<file path="config.mk">
export PLATFORM = sky130hd
export DESIGN_NAME = fp_divsqrt_allocator
export DESIGN_NICKNAME = d
export VERILOG_FILES = /design/src/rtl/fp_divsqrt_allocator_pkg.sv /design/src/rtl/fp_divsqrt_rr_picker.sv /design/src/rtl/fp_divsqrt_allocator.sv
export SDC_FILE = /design/constraint.sdc
export NUM_CORES = 1
export LEC_CHECK = 0
export BUFFER_PORTS_ARGS = -buffer_cell sky130_fd_sc_hd__buf_2
export CORE_UTILIZATION = 38
export CTS_BUF_LIST = sky130_fd_sc_hd__clkbuf_8
export DETAILED_ROUTE_END_ITERATION = 10
export PLACE_DENSITY = 0.57
export SYNTH_ARGS = -nofsm -noshare
export SYNTH_HDL_FRONTEND = slang
export SYNTH_HIERARCHICAL = 1
export SYNTH_SLANG_ARGS = --single-unit
</file>
<file path="constraint.sdc">
create_clock -name clk -period 8.8 [get_ports clk]
set_input_delay 0.88 -clock clk [delete_from_list [all_inputs] [get_ports clk]]
set_output_delay 0.88 -clock clk [all_outputs]
set_load 0.01 [all_outputs]
</file>
<file path="src/rtl/fp_divsqrt_allocator_pkg.sv">
// Shared types and the flush-range test for the FP div/sqrt unit allocator.
package fp_divsqrt_allocator_pkg;

    localparam int ALLOC_NUM_UNITS = 2;
    localparam int ALLOC_TAG_W     = 7;
    localparam int ALLOC_UIDX_W    = (ALLOC_NUM_UNITS > 1) ? $clog2(ALLOC_NUM_UNITS) : 1;

    typedef logic [ALLOC_UIDX_W-1:0] fp_divsqrt_unit_index_path_t;

    typedef struct packed {
        logic                   owned;
        logic [ALLOC_TAG_W-1:0] tag;
    } fp_divsqrt_alloc_entry_t;

    // Circular active-list range [head, tail); head == tail is empty.
    function automatic logic in_flush_range(input logic [ALLOC_TAG_W-1:0] tag,
                                            input logic [ALLOC_TAG_W-1:0] head,
                                            input logic [ALLOC_TAG_W-1:0] tail);
        logic hit;
        hit = 1'b0;
        if (head < tail)
            hit = (tag >= head) && (tag < tail);
        else if (head > tail)
            hit = (tag >= head) || (tag < tail);
        return hit;
    endfunction

endpackage

</file>
<file path="src/rtl/fp_divsqrt_rr_picker.sv">
// Rotating-priority lane scan: gives each lane its scan position and its rank
// among the requesting lanes, starting at rr_ptr.
module fp_divsqrt_rr_picker
    import fp_divsqrt_allocator_pkg::*;
#(
    parameter  int NUM_REQ = 2,
    localparam int PTR_W   = (NUM_REQ > 1) ? $clog2(NUM_REQ) : 1
) (
    input  logic [PTR_W-1:0]               rr_ptr,
    input  logic [NUM_REQ-1:0]             req,
    output logic [NUM_REQ-1:0][PTR_W-1:0]  pos,
    output logic [NUM_REQ-1:0][PTR_W:0]    rank
);

    function automatic int scan_pos(input int lane, input logic [PTR_W-1:0] ptr);
        return (lane + NUM_REQ - int'(ptr)) % NUM_REQ;
    endfunction

    // NOTE: every output gets a default before the loops so no latch is inferred.
    always_comb begin
        pos  = '0;
        rank = '0;
        for (int i = 0; i < NUM_REQ; i++) begin
            int cnt;
            cnt    = 0;
            pos[i] = PTR_W'(scan_pos(i, rr_ptr));
            for (int j = 0; j < NUM_REQ; j++) begin
                if (req[j] && (scan_pos(j, rr_ptr) < scan_pos(i, rr_ptr)))
                    cnt = cnt + 1;
            end
            rank[i] = (PTR_W + 1)'(cnt);
        end
    end

endmodule

</file>
<file path="src/rtl/fp_divsqrt_allocator.sv">
// Round-robin allocator of a pool of FP div/sqrt units to issue lanes.
// Optional FP_DIVSQRT_ALLOC_STATS_EN adds saturating grant/stall counters.
module fp_divsqrt_allocator
    import fp_divsqrt_allocator_pkg::*;
#(
    parameter  int NUM_REQ   = 2,
    parameter  int NUM_UNITS = ALLOC_NUM_UNITS,
    parameter  int TAG_W     = ALLOC_TAG_W,
    localparam int UIDX_W    = (NUM_UNITS > 1) ? $clog2(NUM_UNITS) : 1
) (
    input  logic                       clk,
    input  logic                       rst,
    input  logic [NUM_REQ-1:0]         req_valid,
    input  logic [NUM_REQ*TAG_W-1:0]   req_tag,
    output logic [NUM_REQ-1:0]         grant,
    output logic [NUM_REQ*UIDX_W-1:0]  grant_unit,
    output logic [NUM_UNITS-1:0]       unit_acquire,
    output logic [NUM_UNITS*TAG_W-1:0] unit_tag,
    input  logic [NUM_UNITS-1:0]       unit_release,
    input  logic                       flush_valid,
    input  logic                       flush_all,
    input  logic [TAG_W-1:0]           flush_head,
    input  logic [TAG_W-1:0]           flush_tail,
    output logic [NUM_UNITS-1:0]       unit_owned,
    output logic [UIDX_W:0]            free_count
`ifdef FP_DIVSQRT_ALLOC_STATS_EN
   ,output logic [31:0]                stat_grants,
    output logic [31:0]                stat_stalls
`endif
);

    localparam int PTR_W = (NUM_REQ > 1) ? $clog2(NUM_REQ) : 1;
    localparam int CNT_W = UIDX_W + 1;

    fp_divsqrt_alloc_entry_t entry_q [NUM_UNITS];

    logic [PTR_W-1:0]              rr_ptr;
    logic [PTR_W-1:0]              rr_ptr_next;
    logic [NUM_REQ-1:0]            eligible;
    logic [NUM_REQ-1:0][PTR_W-1:0] lane_pos;
    logic [NUM_REQ-1:0][PTR_W:0]   lane_rank;
    logic [NUM_UNITS-1:0]          unit_free;
    logic [NUM_UNITS-1:0]          flush_hit;
    logic [CNT_W-1:0]              free_total;
    logic [CNT_W-1:0]              free_rank [NUM_UNITS];

    // A unit freed this cycle only becomes grantable next cycle: no bypass.
    always_comb begin
        unit_free  = '0;
        unit_owned = '0;
        free_total = '0;
        for (int u = 0; u < NUM_UNITS; u++) begin
            unit_owned[u] = entry_q[u].owned;
            unit_free[u]  = ~entry_q[u].owned;
            free_rank[u]  = free_total;
            if (unit_free[u])
                free_total = free_total + CNT_W'(1);
        end
    end

    assign free_count = free_total;

    always_comb begin
        flush_hit = '0;
        eligible  = '0;
        for (int u = 0; u < NUM_UNITS; u++)
            flush_hit[u] = flush_valid && entry_q[u].owned &&
                           (flush_all || in_flush_range(entry_q[u].tag, flush_head, flush_tail));
        for (int i = 0; i < NUM_REQ; i++)
            eligible[i] = !rst && req_valid[i] &&
                          !(flush_valid && (flush_all ||
                            in_flush_range(req_tag[i*TAG_W +: TAG_W], flush_head, flush_tail)));
    end

    fp_divsqrt_rr_picker #(
        .NUM_REQ (NUM_REQ)
    ) u_picker (
        .rr_ptr (rr_ptr),
        .req    (eligible),
        .pos    (lane_pos),
        .rank   (lane_rank)
    );

    // The k-th eligible lane in scan order takes the k-th lowest free unit.
    always_comb begin
        grant        = '0;
        grant_unit   = '0;
        unit_acquire = '0;
        unit_tag     = '0;
        for (int i = 0; i < NUM_REQ; i++) begin
            if (eligible[i] && (int'(lane_rank[i]) < int'(free_total))) begin
                grant[i] = 1'b1;
                for (int u = 0; u < NUM_UNITS; u++) begin
                    if (unit_free[u] && (int'(free_rank[u]) == int'(lane_rank[i]))) begin
                        grant_unit[i*UIDX_W +: UIDX_W] = UIDX_W'(u);
                        unit_acquire[u]                = 1'b1;
                        unit_tag[u*TAG_W +: TAG_W]     = req_tag[i*TAG_W +: TAG_W];
                    end
                end
            end
        end
    end

    always_comb begin
        int last_pos;
        last_pos    = -1;
        rr_ptr_next = rr_ptr;
        for (int i = 0; i < NUM_REQ; i++) begin
            if (grant[i] && (int'(lane_pos[i]) > last_pos)) begin
                last_pos    = int'(lane_pos[i]);
                rr_ptr_next = PTR_W'((i + 1) % NUM_REQ);
            end
        end
    end

    // NOTE: the entry array is a handful of flops, so it is reset like any
    // other state; it is not a RAM and must come up unowned.
    always_ff @(posedge clk) begin
        if (rst) begin
            rr_ptr <= '0;
            for (int u = 0; u < NUM_UNITS; u++)
                entry_q[u] <= '0;
        end else begin
            // NOTE: sequential state uses non-blocking assignments only.
            rr_ptr <= rr_ptr_next;
            for (int u = 0; u < NUM_UNITS; u++) begin
                if (unit_acquire[u]) begin
                    entry_q[u].owned <= 1'b1;
                    entry_q[u].tag   <= unit_tag[u*TAG_W +: TAG_W];
                end else if (unit_release[u] || flush_hit[u]) begin
                    entry_q[u].owned <= 1'b0;
                end
            end
        end
    end

`ifdef FP_DIVSQRT_ALLOC_STATS_EN
    logic [32:0] grants_sum;
    logic        any_stall;

    assign grants_sum = {1'b0, stat_grants} + 33'($countones(grant));
    assign any_stall  = |(req_valid & ~grant);

    always_ff @(posedge clk) begin
        if (rst) begin
            stat_grants <= '0;
            stat_stalls <= '0;
        end else begin
            stat_grants <= grants_sum[32] ? '1 : grants_sum[31:0];
            if (any_stall && (stat_stalls != '1))
                stat_stalls <= stat_stalls + 32'd1;
        end
    end
`endif

endmodule
</file>
Word level (Yosys, flattened, before mapping)
Memories as Yosys holds them, arrays and structs flattened.
Cells that the tools add are included.
{"block": "word_totals", "regBits": 1, "ram_bits": 16, "input_bits": 36, "word_cells": 131, "mem_count": 1}
{"block": "classes", "n_addsub": 5, "order_cmp": 17, "n_eq_ne": 2, "mux": 54, "bitwise": 10, "n_reduce_logical": 41}
{"memory": "entry_q", "words": 2, "word_bits": 8, "read_ports": 2, "rd_clocked_by_memory_dff": 0, "wr": 2, "line_no": "fp_divsqrt_allocator.sv:35", "text": "fp_divsqrt_alloc_entry_t entry_q [NUM_UNITS];"}
{"operator": "7-bit two-way mux", "n": 6}
{"operator": "1-bit two-way mux", "n": 40}
{"operator": "7-bit < comparator", "n": 5}
{"operator": "2-bit by 32-bit greater-than comparator with 1-bit output", "n": 1}
{"operator": "32-bit two-way mux", "n": 1}
{"operator": "7-bit >= comparator", "n": 4}
{"operator": "14-bit two-way mux", "n": 2}
{"operator": "1-bit logical AND", "n": 25}
{"operator": "2-bit < comparator", "n": 6}
{"operator": "1-bit logical OR", "n": 10}
{"operator": "2-bit two-way mux", "n": 5}
{"operator": "7-bit greater-than comparator", "n": 1}
{"operator": "1-bit bitwise OR", "n": 6}
{"operator": "2-bit by 1-bit subtractor with 3-bit output (first input constant)", "n": 2}
{"operator": "1-bit by 1-bit adder with 2-bit output (second input constant)", "n": 2}
{"operator": "2-bit == test", "n": 2}
{"operator": "2-bit logical NOT", "n": 2}
{"operator": "1-bit logical NOT", "n": 3}
{"operator": "2-bit by 1-bit adder with 2-bit output (second input constant)", "n": 1}
{"operator": "1-bit AND", "n": 2}
{"operator": "1-bit NOT", "n": 2}
{"operator": "2-bit OR reduction", "n": 1}

Longest topological paths before layout
Gate-level depths: netlist of run 1.
{"block": "logic_depth", "word_depth": 23, "ltp_mapped": 19, "mapped_depth_nobuf": 18}

Hierarchy
The synthesis of run 1 kept the hierarchy.
{"module": "fp_divsqrt_allocator", "n_inst": 1, "cells_per_inst": 284, "area_each_um2": 2573.7, "seq_area_each_um2": 490.5}
{"module": "fp_divsqrt_rr_picker", "n_inst": 1, "cells_per_inst": 7, "area_each_um2": 42.5, "seq_area_each_um2": 0.0}

Worst setup path after synthesis of run 1
Ideal clock, no wire load.
{"block": "synth_timing", "path_type": "input port to output port", "start": "in flush_tail[4]", "end": "out unit_tag[10]", "arrival_time_ns": 4.129, "path_slack_ns": 3.791, "stages": 16, "n_path_buf": 1, "path_cell_list": "inv_1 -> ha_1 -> a211oi_2 -> nor2_1 -> or3_4 -> a2111oi_4 -> o31ai_1 -> and3b_1 -> nor2b_1 -> o21ai_0 -> nand3b_1 -> a31oi_1 -> o21ai_2 -> nor4_4 -> clkbuf_1 -> a22o_1"}
{"element": "start: declaration", "line_no": "fp_divsqrt_allocator.sv:23", "text": "input logic [TAG_W-1:0] flush_tail,"}
{"element": "end: declaration", "line_no": "fp_divsqrt_allocator.sv:18", "text": "output logic [NUM_UNITS*TAG_W-1:0] unit_tag,"}

==> results of run 1 <==
where the power goes:
| group | total (mW) | internal [mW] | switching, mW |
|---|---|---|---|
| Clock | 0.0602 | 0.0315 | 0.0287 |
| Combinational | 0.143 | 0.0599 | 0.0826 |
| Sequential | 0.105 | 0.0965 | 0.00863 |
| Total | 0.308 | 0.188 | 0.120 |
logic make-up (layout without fill, tap and decap cells):
kind of cell	Yosys count	in the layout	share of synthesized area
buffers and inverters	43	95	0.0746
DFF	17	17	0.187
and+or+nand+nor	72	72	0.168
other	1	2	0.00143
adders and majority gates	63	63	0.301
xor gates and xnor gates	2	2	0.00670
AOI/OAI and AO/OA	93	93	0.261
metal layers:
metal,global-route usage,share of wire
met1,0.281,0.54
met5,0,0
met3,0.0165,0.031
met4,0.0493,0.012
met2,0.293,0.42
state kept, by name (all words and copies together) (netlist names):
register and flops:
entry_q 16, rr_ptr 1
cell usage in the layout, fill, tap and decap left out, types with 8 or more instances in the layout:
cell type   n
a21oi_1    22
a22o_1     24
buf_2      59
edfxtp_1   15
ha_1       63
inv_1      29
nand2_1    13
nand2b_1    8
nand3_1     8
nor2b_1     8
nor3_1      9
o21ai_0    12
worst min-delay path, cell delays in order (launching register included):
cell     delay [ns]
dfxtp_1        0.35
a22oi_1        0.20
nor3_1         0.06
cell type report:
| cell class | instances | area [um^2] |
|---|---|---|
| Clock buffer | 3 | 41.3 |
| Timing Repair Buffer | 59 | 295 |
| Clock inverter | 1 | 5.00 |
| Multi-Input combinational cell | 232 | 1930 |
| Inverter | 32 | 123 |
| Fill cell | 643 | 3510 |
| Tap cell | 77 | 96.3 |
| Sequential cell | 17 | 490 |
path summary, 6_finish.rpt:
path                                 endpoint  slack [ns]  cells past startpoint          start
worst min-delay path                   rr_ptr        0.65                      2         rr_ptr
worst min register to register         rr_ptr        0.65                      2         rr_ptr
worst max register to register  entry_q[0][1]        5.52                     11  entry_q[0][7]
worst max-delay path              unit_tag[7]        2.91                     19  flush_tail[2]
metrics by stage:
step	setup slack, ns	cell area, um^2	hold WS, ns
finish	2.91	2990	0.655
detailed placement	2.89	2940	0.635
floorplan	3.79	2620	0.579
global route	2.52	2990	0.717
global placement	3.05	2940	0.647
CTS	2.88	2990	0.651
==> results.toml, run 1 <==
[clock_network]
postCtsSetupBuffers = 0
clk_pin_slew_ns = 0.07
clk_path_buf_depth = 2
insertion_delay_ns = 0.26
cts_made_buffers = 3
cts_resized = 0
cts.sinks = 17
cts_max_level = 1
cts_hold_buf = 0
clockRootBuffer = "clkbuf_8"
cts_tree = "built"

[logic_synthesis]
synth.most_common_cell = "ha_1"
netlist_area_um2 = 2620
synth_cells = 291
synth_edf_count = 15
synth.largest_area_cell = "ha_1"
ys_top_cells_by_count = "ha_1, inv_1, a22o_1"
ys_ff_latch = 17
synth.avg_cell_area_um2 = 8.99
synth_top_area_frac = 0.301
async_reset_ff_frac = 0
synth.distinct_cells = 53
synth_warnings = 6
ys_seq_area_frac = 0.187
synth_flop_cell = "edfxtp_1"
synthTopCellsByArea = "ha_1, edfxtp_1, a22o_1"

[power_and_ir_drop]
peakVddDrop_mv = 0.0467
powerDensity_nw_per_um2 = 103
leakage_nw = 1.51
fin_total_pwr_mw = 0.308

[floorplan]
io_pins = 60
coreArea_um2 = 6490
chipWidth_um = 85.0
die_height_um = 85.0
initial_utilization = 0.403
rows = 29
die_area_um2 = 7220

[worst_setup_path]
cp_common_cell = "a21oi_1"
cp-start-kind = "primary input"
cp_slowest_cell = "nor3_2"
cp_max_fo = 17
path_cells = "buf_2, inv_1, ha_1, a21oi_1, a21oi_1, or3_4, a21oi_1, a2111oi_4, o31ai_1, and3b_1, nor2b_1, o21ai_0, nand3b_1, a31oi_1, o21ai_2, nor4_4, nor3_2, a22o_1, buf_2"
critical-path-max-stage-delay_ns = 0.72
criticalPathCategory = "in2out"
crit_arrival_ns = 5.01
worstSetupEndpointType = "output pin"
critical_path.top_delay_family = "simple AND/OR/NAND/NOR gates"
required_ns = 7.92
critPathBufInv = 3

[timing]
slew_headroom = 0.274
rsz0062_at_grt = "false"
maxSlewViolCount = 0
skew_ns = 0.00738
finalHoldViolCount = 0
tightest_slew_ns = 1.08
fin_crit_ns = 5.89
setup-violations-final = 0
max_freq_ghz = 0.170
fin_crit_sh = 0.670
finalSetupTns_ns = 0

[placed_design]
dp_hpwl_um = 5610
dp.cells = 417
io_buffer_count = 59
gp_congestion = 0.847

[cells_and_area]
area_growth_pct = 14.1
drive_gt1_frac = 0.230
finalNonFillerCells = 421
diodes = 0
final_core_util = 0.460
final_nets = 444

[routing]
vias = 2345
dr.pass1.iters = 6
wire_per_inst_um = 15.7
wirelength_um = 6600
vias_per_cell = 5.57
drcViolationCount = 0
drtIter0Drc = 96
final_antenna_net_count = 0

[global_routing]
grt_first_pass_wirelength_um = 10800
grt.total_usage = 0.189
grt_pass1_vias = 2224
overflow = 0
antenna_found_initial = 0
grt_start_max_net_pins = 19

[hold_path]
min_path_type = "reg2reg"

[run_status]
status = "finished clean"

[run]
maxCapViolCount = 0
No activity file was read; power rests on OpenSTA's default activity.
==> inputs of run 2 (changes only) <==
PLACE_DENSITY = 0.59   (was 0.57)
clock period = 5.3 ns   (was 8.8 ns; I/O delays follow)
==> run 2 against run 1 <==
  * Critical path depth did not move
  * Combinational power rose by 69%
  * Largest cell class unchanged
  * Register-to-register slack got worse by 3.1 ns
  * The run now ends with design-rule violations left
  * Sequential power rose by 67%
==> results.toml, run 2 (synthesized netlist as in run 1, its figures left out) <==
[worst_setup_path]
rr_endpoint = "entry_q[0][4]"
required_ns = 4.77
r2r_start = "entry_q[0][7]"
cp_max_fo = 10
reg2reg_slack_ns = 2.41
ff2ff_path_depth = 12
cp-start-kind = "primary input"
worstSetupEndpointType = "output pin"
criticalPathCategory = "in2out"
crit_arrival_ns = 4.25

[timing]
rsz0062_at_grt = "false"
setup-violations-final = 0
skew_ns = 0.00371
finalHoldViolCount = 0
finalSetupTns_ns = 0
fin_crit_sh = 0.902
maxSlewViolCount = 0
max_freq_ghz = 0.209
fin_crit_ns = 4.78

[global_routing]
grt_first_pass_wirelength_um = 11100
antenna_found_initial = 0
grt_pass1_vias = 2275
overflow = 0
grt.total_usage = 0.197
grt_start_max_net_pins = 17

[power_and_ir_drop]
powerDensity_nw_per_um2 = 171
leakage_nw = 1.54
fin_total_pwr_mw = 0.520
peakVddDrop_mv = 0.106

[hold_path]
worstHoldStart = "rst"
holdPathStages = 2
min_path_type = "in2reg"
hold_path_end = "rr_ptr"

[run_status]
status = "finished, violations left"
failed_checks = "design-rule violations"

[floorplan]
rows = 29
initial_utilization = 0.403
coreArea_um2 = 6490
chipWidth_um = 85.0
die_height_um = 85.0
die_area_um2 = 7220
io_pins = 60

[run]
maxCapViolCount = 0

[clock_network]
cts_max_level = 1
cts_hold_buf = 0
clk_pin_slew_ns = 0.07
insertion_delay_ns = 0.26
cts_resized = 0
clk_path_buf_depth = 2
postCtsSetupBuffers = 0
cts.sinks = 17
cts_tree = "built"
clockRootBuffer = "clkbuf_8"
cts_made_buffers = 3

[cells_and_area]
multiInputGateArea_um2 = 1930
largestRegisters = "entry_q: 16 flops, rr_ptr: 1 flops"
drive_gt1_frac = 0.243
area_growth_pct = 15.9
diodes = 0
final_nets = 450
top_register = "entry_q"
final_common_cell = "ha_1"
regArea_um2 = 490
num-fill-cells = 655
largest_reg_flops = 16
final_cell_mix = "ha_1, buf_2, inv_1"

[routing]
wire_per_inst_um = 16.0
dr.pass1.iters = 8
wirelength_um = 6840
vias = 2408
vias_per_cell = 5.64
final_antenna_net_count = 0
drtIter0Drc = 90
drcViolationCount = 3

[placed_design]
dp_hpwl_um = 5790
io_buffer_count = 59
gp_congestion = 0.860
## run 2: worst max-delay path by stage
| stage | startpoint | endpoint | slack (ns) |
|---|---|---|---|
| after floorplan | flush_tail[4] | unit_tag[10] | 0.99 |
| after global placement | flush_tail[2] | unit_tag[0] | 0.61 |
| after detailed placement | flush_tail[2] | unit_tag[2] | 0.54 |
| after CTS | flush_tail[2] | unit_tag[2] | 0.51 |
| after global routing | flush_tail[2] | unit_tag[2] | 0.11 |
| final | flush_tail[4] | unit_tag[2] | 0.52 |
## run 2: metal layers
layer | GRT usage | routed length (um) | up-vias
li1 | - | - | 1213
met1 | 0.291 | 3430 | 1132
met2 | 0.312 | 3010 | 58
met3 | 0.0175 | 335 | 5
met4 | 0.0462 | 64 | 0
met5 | 0 | 0 | -
## run 2: layout make-up
| type | instances | share of cell area |
|---|---|---|
| sequential | 17 | 0.162 |
| multi-input combinational | 232 | 0.638 |
| inverter | 32 | 0.0404 |
| tap | 77 | 0.0318 |
| clock inverter | 1 | 0.00248 |
| timing repair buffer | 65 | 0.112 |
| clock buffer | 3 | 0.0136 |
## run 2: critical path, stage by stage
cell and delay [ns]:
buf_2 0.10, inv_1 0.15, ha_1 0.29, a211oi_2 0.22, nor2_1 0.09, or3_4 0.38
a21oi_1 0.22, a2111oi_4 0.08, o31ai_1 0.33, and3b_1 0.19, nor2b_1 0.32, o21ai_0 0.14
nand3b_1 0.11, a31oi_1 0.05, o21ai_2 0.18, nor4_4 0.10, nor3b_4 0.42, a22o_1 0.20
buf_2 0.13
## run 2: per-stage QoR
stage | util | instances | hold slack, ns | area [um^2] | setup slack (ns)
6_report | 0.467 | 427 | 0.561 | 3030 | 0.519
3_5_place_dp | 0.459 | 423 | 0.633 | 2980 | 0.540
5_1_grt | 0.467 | 427 | 0.585 | 3030 | 0.108
4_1_cts | 0.467 | 427 | 0.556 | 3030 | 0.512
2_1_floorplan | - | 292 | 0.579 | 2620 | 0.991
3_3_place_gp | 0.459 | 423 | 0.650 | 2980 | 0.611
## run 2: power breakdown
part	leakage, nW	internal [mW]	switching, mW
Sequential	0.173	0.160	0.0149
Clock	0.0217	0.0530	0.0500
Combinational	1.34	0.103	0.139
